--- src/rtl/op_sched_ctrl_if.sv ---
// ============================================================================
// op_sched_ctrl_if : request/grant and accumulator bus of op_sched_ctrl
// Revision 1.0
// ============================================================================
`default_nettype none

interface op_sched_ctrl_if #(
   parameter int ACC_W = 14
) ();
   logic             clear;
   logic [3:0]       req;
   logic [7:0]       op;
   logic [3:0]       ack;
   logic             busy;
   logic [ACC_W-1:0] acc;
   logic             overflow;

   modport master (
      output clear, req, op,
      input  ack, busy, acc, overflow
   );

   modport slave (
      input  clear, req, op,
      output ack, busy, acc, overflow
   );
endinterface

`default_nettype wire

--- src/rtl/op_sched_ctrl.sv ---
// ============================================================================
// op_sched_ctrl : round-robin scheduler of four requesters onto one accumulator
// Revision 1.0
// ============================================================================
`default_nettype none

module op_sched_ctrl #(
   parameter int COOLDOWN = 1024,
   parameter int ACC_W    = 14,
   parameter int MAX_VAL  = 9999
) (
   input  wire logic       clk,
   input  wire logic       rst_n,
   op_sched_ctrl_if.slave  bus
);

   localparam int CNT_W = (COOLDOWN > 1) ? $clog2(COOLDOWN) : 1;
   localparam int RES_W = ACC_W + 2;
   localparam logic [CNT_W-1:0] C_CNT_LAST = CNT_W'(COOLDOWN - 1);
   localparam logic [RES_W-1:0] C_MAX      = RES_W'(MAX_VAL);

   typedef enum logic [1:0] {
      S_IDLE  = 2'd0,
      S_EXEC  = 2'd1,
      S_EXEC2 = 2'd2,
      S_COOL  = 2'd3
   } state_t;

   state_t           r_state;
   state_t           w_state_nxt;
   logic [1:0]       r_ptr;
   logic [1:0]       r_win;
   logic [1:0]       r_op;
   logic [RES_W-1:0] r_tmp;
   logic [CNT_W-1:0] r_cnt;
   logic [ACC_W-1:0] r_acc;
   logic             r_ovf;

   logic             w_found;
   logic [1:0]       w_pick;
   logic [1:0]       w_idx;
   logic [1:0]       w_pick_op;
   logic [RES_W-1:0] w_acc_ext;
   logic [RES_W-1:0] w_res;
   logic             w_commit;

   // Round-robin search starting at the pointer, wrapping mod 4
   always_comb begin
      w_found = 1'b0;
      w_pick  = r_ptr;
      w_idx   = r_ptr;
      for (int i = 0; i < 4; i++) begin
         w_idx = r_ptr + 2'(i);
         if (!w_found && bus.req[w_idx]) begin
            w_found = 1'b1;
            w_pick  = w_idx;
         end
      end
   end

   assign w_pick_op = bus.op[{w_pick, 1'b0} +: 2];
   assign w_acc_ext = {2'b00, r_acc};

   always_comb begin
      w_res = w_acc_ext;
      case (r_op)
         2'b00:   w_res = w_acc_ext + RES_W'(1);
         2'b01:   w_res = w_acc_ext + RES_W'(3);
         2'b10:   w_res = w_acc_ext << 1;
         default: w_res = r_tmp + w_acc_ext;
      endcase
   end

   assign w_commit = ((r_state == S_EXEC) && (r_op != 2'b11)) || (r_state == S_EXEC2);

   always_comb begin
      w_state_nxt = r_state;
      case (r_state)
         S_IDLE:  if (w_found) w_state_nxt = S_EXEC;
         S_EXEC:  w_state_nxt = (r_op == 2'b11) ? S_EXEC2 : S_COOL;
         S_EXEC2: w_state_nxt = S_COOL;
         S_COOL:  if (r_cnt == C_CNT_LAST) w_state_nxt = S_IDLE;
         default: w_state_nxt = S_IDLE;
      endcase
   end

   always_ff @(posedge clk or negedge rst_n) begin
      if (!rst_n) begin
         r_state <= S_IDLE;
      end else if (bus.clear) begin
         r_state <= S_IDLE;
      end else begin
         r_state <= w_state_nxt;
      end
   end

   // Clear drops any in-flight result but keeps the fairness pointer
   always_ff @(posedge clk or negedge rst_n) begin
      if (!rst_n) begin
         r_ptr <= 2'd0;
         r_win <= 2'd0;
         r_op  <= 2'd0;
         r_tmp <= '0;
         r_cnt <= '0;
         r_acc <= '0;
         r_ovf <= 1'b0;
      end else if (bus.clear) begin
         r_cnt <= '0;
         r_acc <= '0;
         r_ovf <= 1'b0;
      end else begin
         if ((r_state == S_IDLE) && w_found) begin
            r_win <= w_pick;
            r_op  <= w_pick_op;
            r_ptr <= w_pick + 2'd1;
         end
         if (r_state == S_EXEC) begin
            r_tmp <= w_acc_ext << 1;
         end
         if (w_commit) begin
            if (w_res > C_MAX) begin
               r_ovf <= 1'b1;
            end else if (!r_ovf) begin
               r_acc <= w_res[ACC_W-1:0];
            end
         end
         if (r_state == S_COOL) begin
            r_cnt <= (r_cnt == C_CNT_LAST) ? '0 : r_cnt + CNT_W'(1);
         end
      end
   end

   assign bus.ack      = (r_state == S_EXEC) ? (4'b0001 << r_win) : 4'b0000;
   assign bus.busy     = (r_state != S_IDLE);
   assign bus.acc      = r_acc;
   assign bus.overflow = r_ovf;

endmodule

`default_nettype wire
--- src/flat_wrapper.sv ---
// flat-port wrapper written by rule: the top's interface ports become plain ports
module op_sched_ctrl_flat 
#(
   parameter int COOLDOWN = 1024,
   parameter int ACC_W    = 14,
   parameter int MAX_VAL  = 9999
)
  (clk, rst_n, bus_clear, bus_req, bus_op, bus_ack, bus_busy, bus_acc, bus_overflow);
  op_sched_ctrl_if #(.ACC_W(ACC_W)) bus_i ();
  input  wire logic clk;
  input  wire logic rst_n;
  input wire logic [$bits(bus_i.clear)-1:0] bus_clear;
  input wire logic [$bits(bus_i.req)-1:0] bus_req;
  input wire logic [$bits(bus_i.op)-1:0] bus_op;
  output wire logic [$bits(bus_i.ack)-1:0] bus_ack;
  output wire logic [$bits(bus_i.busy)-1:0] bus_busy;
  output wire logic [$bits(bus_i.acc)-1:0] bus_acc;
  output wire logic [$bits(bus_i.overflow)-1:0] bus_overflow;
  assign bus_i.clear = bus_clear;
  assign bus_i.req = bus_req;
  assign bus_i.op = bus_op;
  assign bus_ack = bus_i.ack;
  assign bus_busy = bus_i.busy;
  assign bus_acc = bus_i.acc;
  assign bus_overflow = bus_i.overflow;
  op_sched_ctrl #(.COOLDOWN(COOLDOWN), .ACC_W(ACC_W), .MAX_VAL(MAX_VAL)) u_core (.clk(clk), .rst_n(rst_n), .bus(bus_i));
endmodule
--- config.mk ---
export PLATFORM = sky130hd
export DESIGN_NAME = op_sched_ctrl_flat
export DESIGN_NICKNAME = d
export VERILOG_FILES = /design/src/rtl/op_sched_ctrl_if.sv /design/src/rtl/op_sched_ctrl.sv /design/src/flat_wrapper.sv
export SDC_FILE = /design/constraint.sdc
export NUM_CORES = 1
export LEC_CHECK = 0
export ABC_AREA = 1
export BUFFER_PORTS_ARGS = -buffer_cell sky130_fd_sc_hd__buf_4
export CAP_MARGIN = 0
export CORE_MARGIN = 2
export CORE_UTILIZATION = 45
export DETAILED_ROUTE_END_ITERATION = 7
export HOLD_SLACK_MARGIN = 0.05
export SLEW_MARGIN = 10
export SYNTH_ARGS = -nofsm -noshare
export SYNTH_HDL_FRONTEND = slang
export SYNTH_SLANG_ARGS = --single-unit
--- constraint.sdc ---
create_clock -name clk -period 2.7 [get_ports clk]
set_input_delay 0.135 -clock clk [delete_from_list [all_inputs] [get_ports clk]]
set_output_delay 0.135 -clock clk [all_outputs]
set_load 0.03 [all_outputs]
After elaboration in Yosys (flattened, before gate mapping)
Index checks and enable logic that the tools add are counted.

word-level totals
  flip-flop bits (word level) = 47
  bits in latches = 0
  logic and storage cells = 88
  memory bits (writable) = 0
  memory bits (read-only) = 0
  output and inout bits = 20
  input bits = 15
  memories kept = 0

operators by class
  magnitude comparators = 5
  bitwise logic cells = 1
  divide/modulo/power cells = 0
  mux-type cells = 32
  equal/unequal tests = 12
  add/sub/neg operators = 8
  $mul = 0
  shifts and indexed selects = 2
  reduce and logical (&&, ||, !) cells = 20

operators with widths
  kind                                                                               number
  14-bit two-way mux                                                                 4
  16-bit one-hot mux with 3 select lines                                             1
  10-bit two-way mux                                                                 3
  15-bit by 14-bit adder with 16-bit output                                          1
  16-bit by 14-bit greater-than comparator with 1-bit output, second input constant  1
  14-bit by 1-bit adder with 15-bit output, second input constant                    1
  14-bit by 2-bit adder with 15-bit output, second input constant                    1
  2-bit by 3-bit < comparator with 1-bit output, second input constant               4
  1-bit two-way mux                                                                  12
  2-bit two-way mux                                                                  6
  10-bit by 1-bit adder with 10-bit output, second input constant                    1
  10-bit == test, second input constant                                              1
  1-bit binary-select mux with 2-bit select                                          4
  2-bit == test, second input constant                                               4
  2-bit one-hot mux with 4 select lines                                              1
  2-bit AND reduction                                                                4
  2-bit nonzero test                                                                 4
  8-bit by 4-bit variable part select with 2-bit output                              1
  2-bit != test, second input constant                                               3
  3-bit by 2-bit != test with 1-bit output, second input constant                    2
  1-bit logical AND                                                                  5
  2-bit by 1-bit adder with 2-bit output, second input constant                      2
  2-bit adder, second input constant                                                 2
  2-bit by 1-bit == test with 1-bit output, second input constant                    2
  7 further kinds                                                                    10

Depth between registers and ports, before layout
Gate-level depths: netlist (run 1).

  depth in word-level cells = 15
  depth in mapped cells = 22

Worst setup path before layout (run 1)
OpenSTA, ideal clock, no wires.

  path kind = reg2reg
  start point = register u_core.r_acc[0], in the netlist u_core.bus.acc[0]
  end point = register u_core.r_acc[2], in the netlist u_core.bus.acc[2]
  setup time = 0.119 ns
  required time = 2.581 ns
  clock period less this slack = 2.592 ns
  arrival = 2.473 ns
  stages on the path, launching flop included = 20
  setup slack = 0.108 ns
  path through = dfrtp_1 -> inv_1 -> fa_1 -> inv_1 -> nand2_2 -> nor2_4 -> nand2_2 -> inv_2 -> nand2_1 -> nand2_1 -> nand3_1 -> nand2_1 -> inv_2 -> a21oi_2 -> nand2_1 -> nand2_2 -> nand3_4 -> buf_4 -> nand3_1 -> nand2_1

between the ends
  cells in the longest elaborated chain, start to end = 6
  elaborated cells on any way between the ends = 11
  classes of those cells = add/sub (3); order compare (1); eq/ne (1); mux (5); reduce/logical (1)

RTL lines
  element                                                                                             RTL line              text
  from (decl)                                                                                         op_sched_ctrl.sv:36   logic [ACC_W-1:0] r_acc;
  from (signal assigned)                                                                              op_sched_ctrl.sv:124  r_acc <= w_res[ACC_W-1:0];
  15-bit by 14-bit adder with 16-bit output, or another cell as far along                             op_sched_ctrl.sv:70   default: w_res = r_tmp + w_acc_ext;
  16-bit one-hot mux with 3 select lines (*)                                                          op_sched_ctrl.sv:66   case (r_op)
  branches (longest 4 deep; another with 16-bit by 14-bit greater-than comparator with 1-bit output)  -

Mark *: on every way between the ends. The select of a mux whose other input is x is not followed.
A chain may end at the register's enable or synchronous reset.

Worst setup path after layout (run 1)
  start point = register u_core.r_op[0]
  end point = register u_core.r_acc[8], in the netlist u_core.bus.acc[8]

between the ends
  cells in the longest elaborated chain, start to end = 6
  elaborated cells on any way between the ends = 15
  classes of those cells = order compare (1); eq/ne (4); mux (5); reduce/logical (5)

RTL lines
  element                                                                                             RTL line              text
  from (decl)                                                                                         op_sched_ctrl.sv:33   logic [1:0] r_op;
  from (signal assigned)                                                                              op_sched_ctrl.sv:114  r_op <= w_pick_op;
  branches (longest 6 deep; another with 16-bit by 14-bit greater-than comparator with 1-bit output)  -

Several ways; the timed one is not identified. The select of a mux whose other input is x is not followed.

==> results of run 1 <==
## critical path, stage by stage, from the launching register on
cell and delay (ps):
dfrtp_1 360, inv_2 60, nor2_4 120, inv_2 50, fa_2 400, inv_2 80, nand2_4 60, nor2_4 200
buf_6 130, nand3_1 60, nand2_1 80, nand3_1 60, nand2_1 70, inv_1 40, nand2_1 80, inv_1 60
nand3_2 70, nand2_2 60, nand2_4 120, nand3_4 150, nand2_8 170, nand2_2 50, nand2_1 60
## per-stage QoR
| step | util, % | setup WS, ps | hold slack [ps] | instance area (um^2) |
|---|---|---|---|---|
| after CTS | 54.2 | 12.8 | 173 | 4460 |
| after floorplan | - | 108 | -161 | 3800 |
| after global placement | 51.9 | 12.3 | 206 | 4270 |
| after detailed placement | 51.9 | -93.5 | 209 | 4270 |
| final | 56.1 | 52.9 | 182 | 4610 |
| after global routing | 56.1 | -132 | 215 | 4610 |
## cell type report
cell class / instances / area [um^2]
fillers: 800 / 3610
clock inverters: 3 / 67.6
inverters: 85 / 319
flip-flops and latches: 47 / 1180
well taps: 105 / 131
repair buffers: 62 / 472
multi-input cells: 443 / 2370
clock buffers: 5 / 68.8
## synthesized netlist by cell type (3+ instances only)
master    instances
o21ai_1           3
nand2_1         194
nor2_1           45
clkbuf_1          5
inv_2             5
dfrtp_1          47
nand3_1          62
o21ai_0          33
nor3_1            9
ha_1             19
o22ai_1           7
buf_4             4
nand4_1           7
a21oi_1          19
nand2_2           7
xor2_1            8
inv_1            80
## cells by family after synthesis
family / Yosys count / share of synthesized area (%)
xor gates and xnor gates: 10 / 2.51
AOI/OAI and AO/OA: 76 / 11.3
buffers and inverters: 98 / 10.3
adders and majority gates: 21 / 7.32
DFF: 47 / 31.0
and+or+nand+nor: 332 / 37.3
muxes: 1 / 0.297
## flip-flops by register name, summed over array words and instances, names as in the netlist
signal,cells
u_core.r_cnt,10
u_core.r_win,2
u_core.r_ptr,2
u_core.r_state,2
u_core.r_op,2
u_core.bus.overflow,1
u_core.bus.acc,14
u_core.r_tmp,14
## layer usage
| layer | track usage [%] | part of all wire (%) | vias up |
|---|---|---|---|
| met5 | 0 | 0 | - |
| met4 | 8.93 | 2.3 | 0 |
| met3 | 2.66 | 4.7 | 21 |
| met2 | 42.2 | 47 | 119 |
| met1 | 33.0 | 46 | 1776 |
| li1 | - | - | 2000 |
## how the worst max path moves through the flow
stage / from / endpoint / slack, ps
after global routing: u_core.r_op[0] / u_core.bus.acc[2] / -130
after floorplan: u_core.bus.acc[0] / u_core.bus.acc[2] / 110
final: u_core.r_op[0] / u_core.bus.acc[8] / 50
after detailed placement: u_core.bus.acc[1] / u_core.bus.acc[11] / -90
after global placement: u_core.bus.acc[1] / u_core.bus.acc[10] / 10
after CTS: u_core.bus.acc[1] / u_core.bus.acc[4] / 10
## timing repair
action,4_1_cts,5_1_grt
gates cloned,3,0
hold buffers,1,0
gates resized for setup,2,33
setup endpoints to repair,14,15
endpoints found under the hold margin,47,0
setup buffers,0,6
pin swaps,1,10
## power by group
group	internal, mW	total (mW)	leakage, nW	switching [mW]
clock network	0.369	0.633	0.0644	0.264
registers	0.948	1.18	0.625	0.230
logic	1.31	3.71	1.71	2.41
==> results.cfg, run 1 <==
[synth]
ys_warn_count = 0
yosysTopAreaCell = dfrtp_1
ys.flop_type = dfrtp_1
syn-cell-area_um2 = 3800
synth-seq-cells = 47
synth_nets = 621
avgSynthCellArea_um2 = 6.49
syn_inst = 585
synthTopCellsByArea = dfrtp_1 (31%), nand2_1 (19%), nand3_1 (8.2%)
synth_top_area_share_pct = 31.0
ys_seq_area_share_pct = 31.0
synth_edf_count = 0
async_reset_ff_share_pct = 100
synth_cell_types = 43

[layout]
mostFrequentLayoutCell = nand2_1
final_cell_mix = nand2_1 (179), inv_1 (77), buf_4 (60), nand3_1 (59), dfrtp_1 (47)
drive_gt1_share_pct = 18.8
layout.cells.non_filler = 750
syn_to_final_growth_pct = 21.3
nets = 680
diodes = 0

[placed_design]
numPortBuffers = 34
dp.cells = 732
place_congestion = 0.930
hpwl_um = 7870

[setup_path]
rr_endpoint = u_core.bus.acc[8]
crit_fanout = 7
start_kind = flop
crit_path_end_kind = flop
crit_required_ps = 2940
crit_arrival_ps = 2890
r2r_start = u_core.r_op[0]
r2r_slack_ps = 50
crit_type = flop to flop
reg2regPathDepth = 22

[routing]
num_vias = 3916
route.detailed.drc = 0
avgViaCountPerCell = 5.22
first_pass_iters = 5
antenna_left = 0
wl_per_cell_um = 14.4
wirelength_um = 10800
drtIter0Drc = 225

[floorplanning]
coreArea_um2 = 8220
dieArea_um2 = 9190
die_y_um = 95.8
initial_utilization_pct = 46.2
io_pins = 35
std_cell_rows = 33
die_w_um = 95.8

[sta]
finalSetupViolCount = 0
layout_min_cycle_time_ps = 2650
hold_viol = 0
max_clock_freq_ghz = 0.378
worst_slew_pin_slew_ps = 647
skew_ps = 15.0
min_period_over_period_pct = 98.0
setup_tns_ps = 0
drv_slew = 0
rsz0062_at_grt = true
slew_headroom_pct = 56.8

[clock_tree]
cts_buffers = 5
h-tree-depth = 2
cts-root-buf = clkbuf_8
clockBufferDepth = 2
clock_latency_ps = 310
cts_sinks = 47
cts_tree = done
clk_pin_slew_ps = 80

[global_routing]
grt_antenna_before_repair = 0
grt_max_degree = 48
grt_pass1_vias = 3743
grt-ovfl-total = 0
grt_pass1_wl_um = 17800
grt_use_total_pct = 24.9

[worst_hold_path]
hold_class = primary input to flop
hold_start = bus_op[7]
hold-path-cell-count = 5
hold_path_end = u_core.r_op[1]

[status]
status = completed

[power_and_ir_drop]
total_power_mw = 5.53
peakVddDrop_v = 0.000519
powerDensity_nw_per_um2 = 1200
leakage_nw = 2.40

[run]
drv_cap = 0
Note: power is estimated with default switching activity, not from simulation.
==> run 2, diff against run 1 <==
--- a/config.mk
+++ b/config.mk
@@ -6,11 +6,11 @@
 export NUM_CORES = 1
 export LEC_CHECK = 0
 export ABC_AREA = 1
-export BUFFER_PORTS_ARGS = -buffer_cell sky130_fd_sc_hd__buf_4
 export CAP_MARGIN = 0
 export CORE_MARGIN = 2
 export CORE_UTILIZATION = 45
 export DETAILED_ROUTE_END_ITERATION = 7
+export DONT_BUFFER_PORTS = 1
 export HOLD_SLACK_MARGIN = 0.05
 export SLEW_MARGIN = 10
 export SYNTH_ARGS = -nofsm -noshare
==> results.cfg, run 2 (same netlist as run 1, synthesis figures left out) <==
[worst_hold_path]
hold-path-cell-count = 4
hold_class = primary input to flop

[floorplanning]
die_y_um = 95.8
dieArea_um2 = 9190
coreArea_um2 = 8220
io_pins = 35
initial_utilization_pct = 46.2
std_cell_rows = 33
die_w_um = 95.8

[routing]
avgViaCountPerCell = 5.29
first_pass_iters = 5
num_vias = 3838
wl_per_cell_um = 14.6
antenna_left = 0
wirelength_um = 10600
drtIter0Drc = 266
route.detailed.drc = 0

[power_and_ir_drop]
intPower_mw = 2.50
peakVddDrop_v = 0.000664
powerDensity_nw_per_um2 = 1220
p_clk_share_pct = 10.3
total_power_mw = 5.40
p_switching_mw = 2.90
leakage_nw = 2.30
seqPwrFrac_pct = 21.6
sw_frac_of_total_pct = 53.7
p_comb_share_pct = 68.1

[sta]
slew_headroom_pct = 50.7
hold_slack_ps = 63.1
worst_slew_pin_slew_ps = 736
min_period_over_period_pct = 99.8
finalSetupViolCount = 0
layout_min_cycle_time_ps = 2690
rsz0062_at_grt = true
drv_slew = 0
max_clock_freq_ghz = 0.371
skew_ps = 7.62
setup_tns_ps = 0
hold_viol = 0

[layout]
post-route-util_pct = 54.1
syn_to_final_growth_pct = 17.0
drive_gt1_share_pct = 15.3
final_cell_mix = nand2_1 (176), inv_1 (77), nand3_1 (61), dfrtp_1 (47), nor2_1 (43)
diodes = 0
fin_area_um2 = 4440
mostFrequentLayoutCell = nand2_1
nets = 656

[placed_design]
placed_area_um2 = 4060
place_congestion = 0.845
hpwl_um = 7630
numPortBuffers = 0

[setup_path]
cp-startpoint = u_core.r_op[0]
crit_fanout = 7
crit_type = flop to flop
r2r_start = u_core.r_op[0]
r2r_slack_ps = 7
cp-endpoint = u_core.bus.acc[6]
rr_endpoint = u_core.bus.acc[6]
reg2regPathDepth = 21
start_kind = flop
crit_path_end_kind = flop
crit_arrival_ps = 2900
crit_required_ps = 2900

[global_routing]
grt_antenna_before_repair = 0
grt-ovfl-total = 0
grt_pass1_vias = 3599
grt_pass1_wl_um = 17000
grt_use_total_pct = 23.7
grt_max_degree = 48

[run]
drv_cap = 0

[clock_tree]
clockBufferDepth = 2
h-tree-depth = 2
cts_tree = done
cts-root-buf = clkbuf_8
clk_pin_slew_ps = 90
cts_buffers = 5
cts_sinks = 47
clock_latency_ps = 310

[status]
status = completed
## run 2: changes by cell type in the layout (fill, tap and decap cells not counted), moves of 2 or more
cell	delta
nand3_2	-2
nand3_1	+2
nand2_2	+2
buf_4	-26
nand2_1	-3
## run 2: worst min path at each step
stage	start	endpoint	slack (ps)
6_report	bus_op[7]	u_core.r_op[1]	60
5_1_grt	bus_op[7]	u_core.r_op[1]	90
4_1_cts	bus_op[7]	u_core.r_op[1]	60
3_5_place_dp	rst_n	u_core.r_ptr[0]	-160
3_3_place_gp	rst_n	u_core.r_ptr[0]	-160
2_1_floorplan	rst_n	u_core.bus.acc[0]	-160
## run 2: through the flow
stage          instances  worst slack (ps)
3_3_place_gp         704              25.9
6_report             726              6.64
2_1_floorplan        585               108
4_1_cts              716              34.6
3_5_place_dp         704             -15.0
5_1_grt              726              -172
## run 2: power groups by stage
| stage | Clock, mW | Combinational, mW | Sequential [mW] |
|---|---|---|---|
| 2_1_floorplan | 0 | 2.19 | 1.35 |
| 3_3_place_gp | 0 | 3.15 | 1.16 |
| 3_5_place_dp | 0 | 3.17 | 1.17 |
| 4_1_cts | 0.573 | 3.27 | 1.15 |
| 5_1_grt | 0.603 | 4.10 | 1.20 |
| 6_report | 0.558 | 3.68 | 1.16 |
## run 2: cell type report
| class | instances | area [um^2] |
|---|---|---|
| multi-input cells | 443 | 2370 |
| well taps | 105 | 131 |
| fillers | 791 | 3770 |
| flip-flops and latches | 47 | 1180 |
| clock buffers | 6 | 82.6 |
| inverters | 85 | 319 |
| clock inverters | 2 | 35.0 |
| repair buffers | 38 | 323 |
## run 2: timing repair
action                                 CTS  global route
endpoints found under the hold margin   64             0
pin swaps                                0            10
cloned                                   1             2
setup endpoints to repair               13            15
hold buffers                             3             0
buffers inserted                         0             8
gates resized for setup                  1            34
## run 2: worst max-delay path: stages (launching register included)
cell and delay, ps:
dfrtp_1 370, inv_2 50, nor2_4 110, inv_2 50, fa_2 400, inv_2 80, nand2_4 60, buf_4 140
nor2_1 80, nand2_1 70, nand2_1 70, nand2_1 60, a21oi_1 150, nand2_1 100, nor2_1 120, nand3_1 100
nand2_2 100, nand2_4 80, nand3_4 170, nand2_8 110, nand2_2 90, nand2_1 50
## run 2: per-layer routing
| metal | GRT usage (%) | share of wire [%] | vias to the layer above |
|---|---|---|---|
| met5 | 0 | 0 | - |
| met4 | 5.36 | 1.4 | 0 |
| met3 | 4.23 | 4.9 | 20 |
| met2 | 40.3 | 48 | 104 |
| met1 | 31.4 | 46 | 1765 |
| li1 | - | - | 1949 |
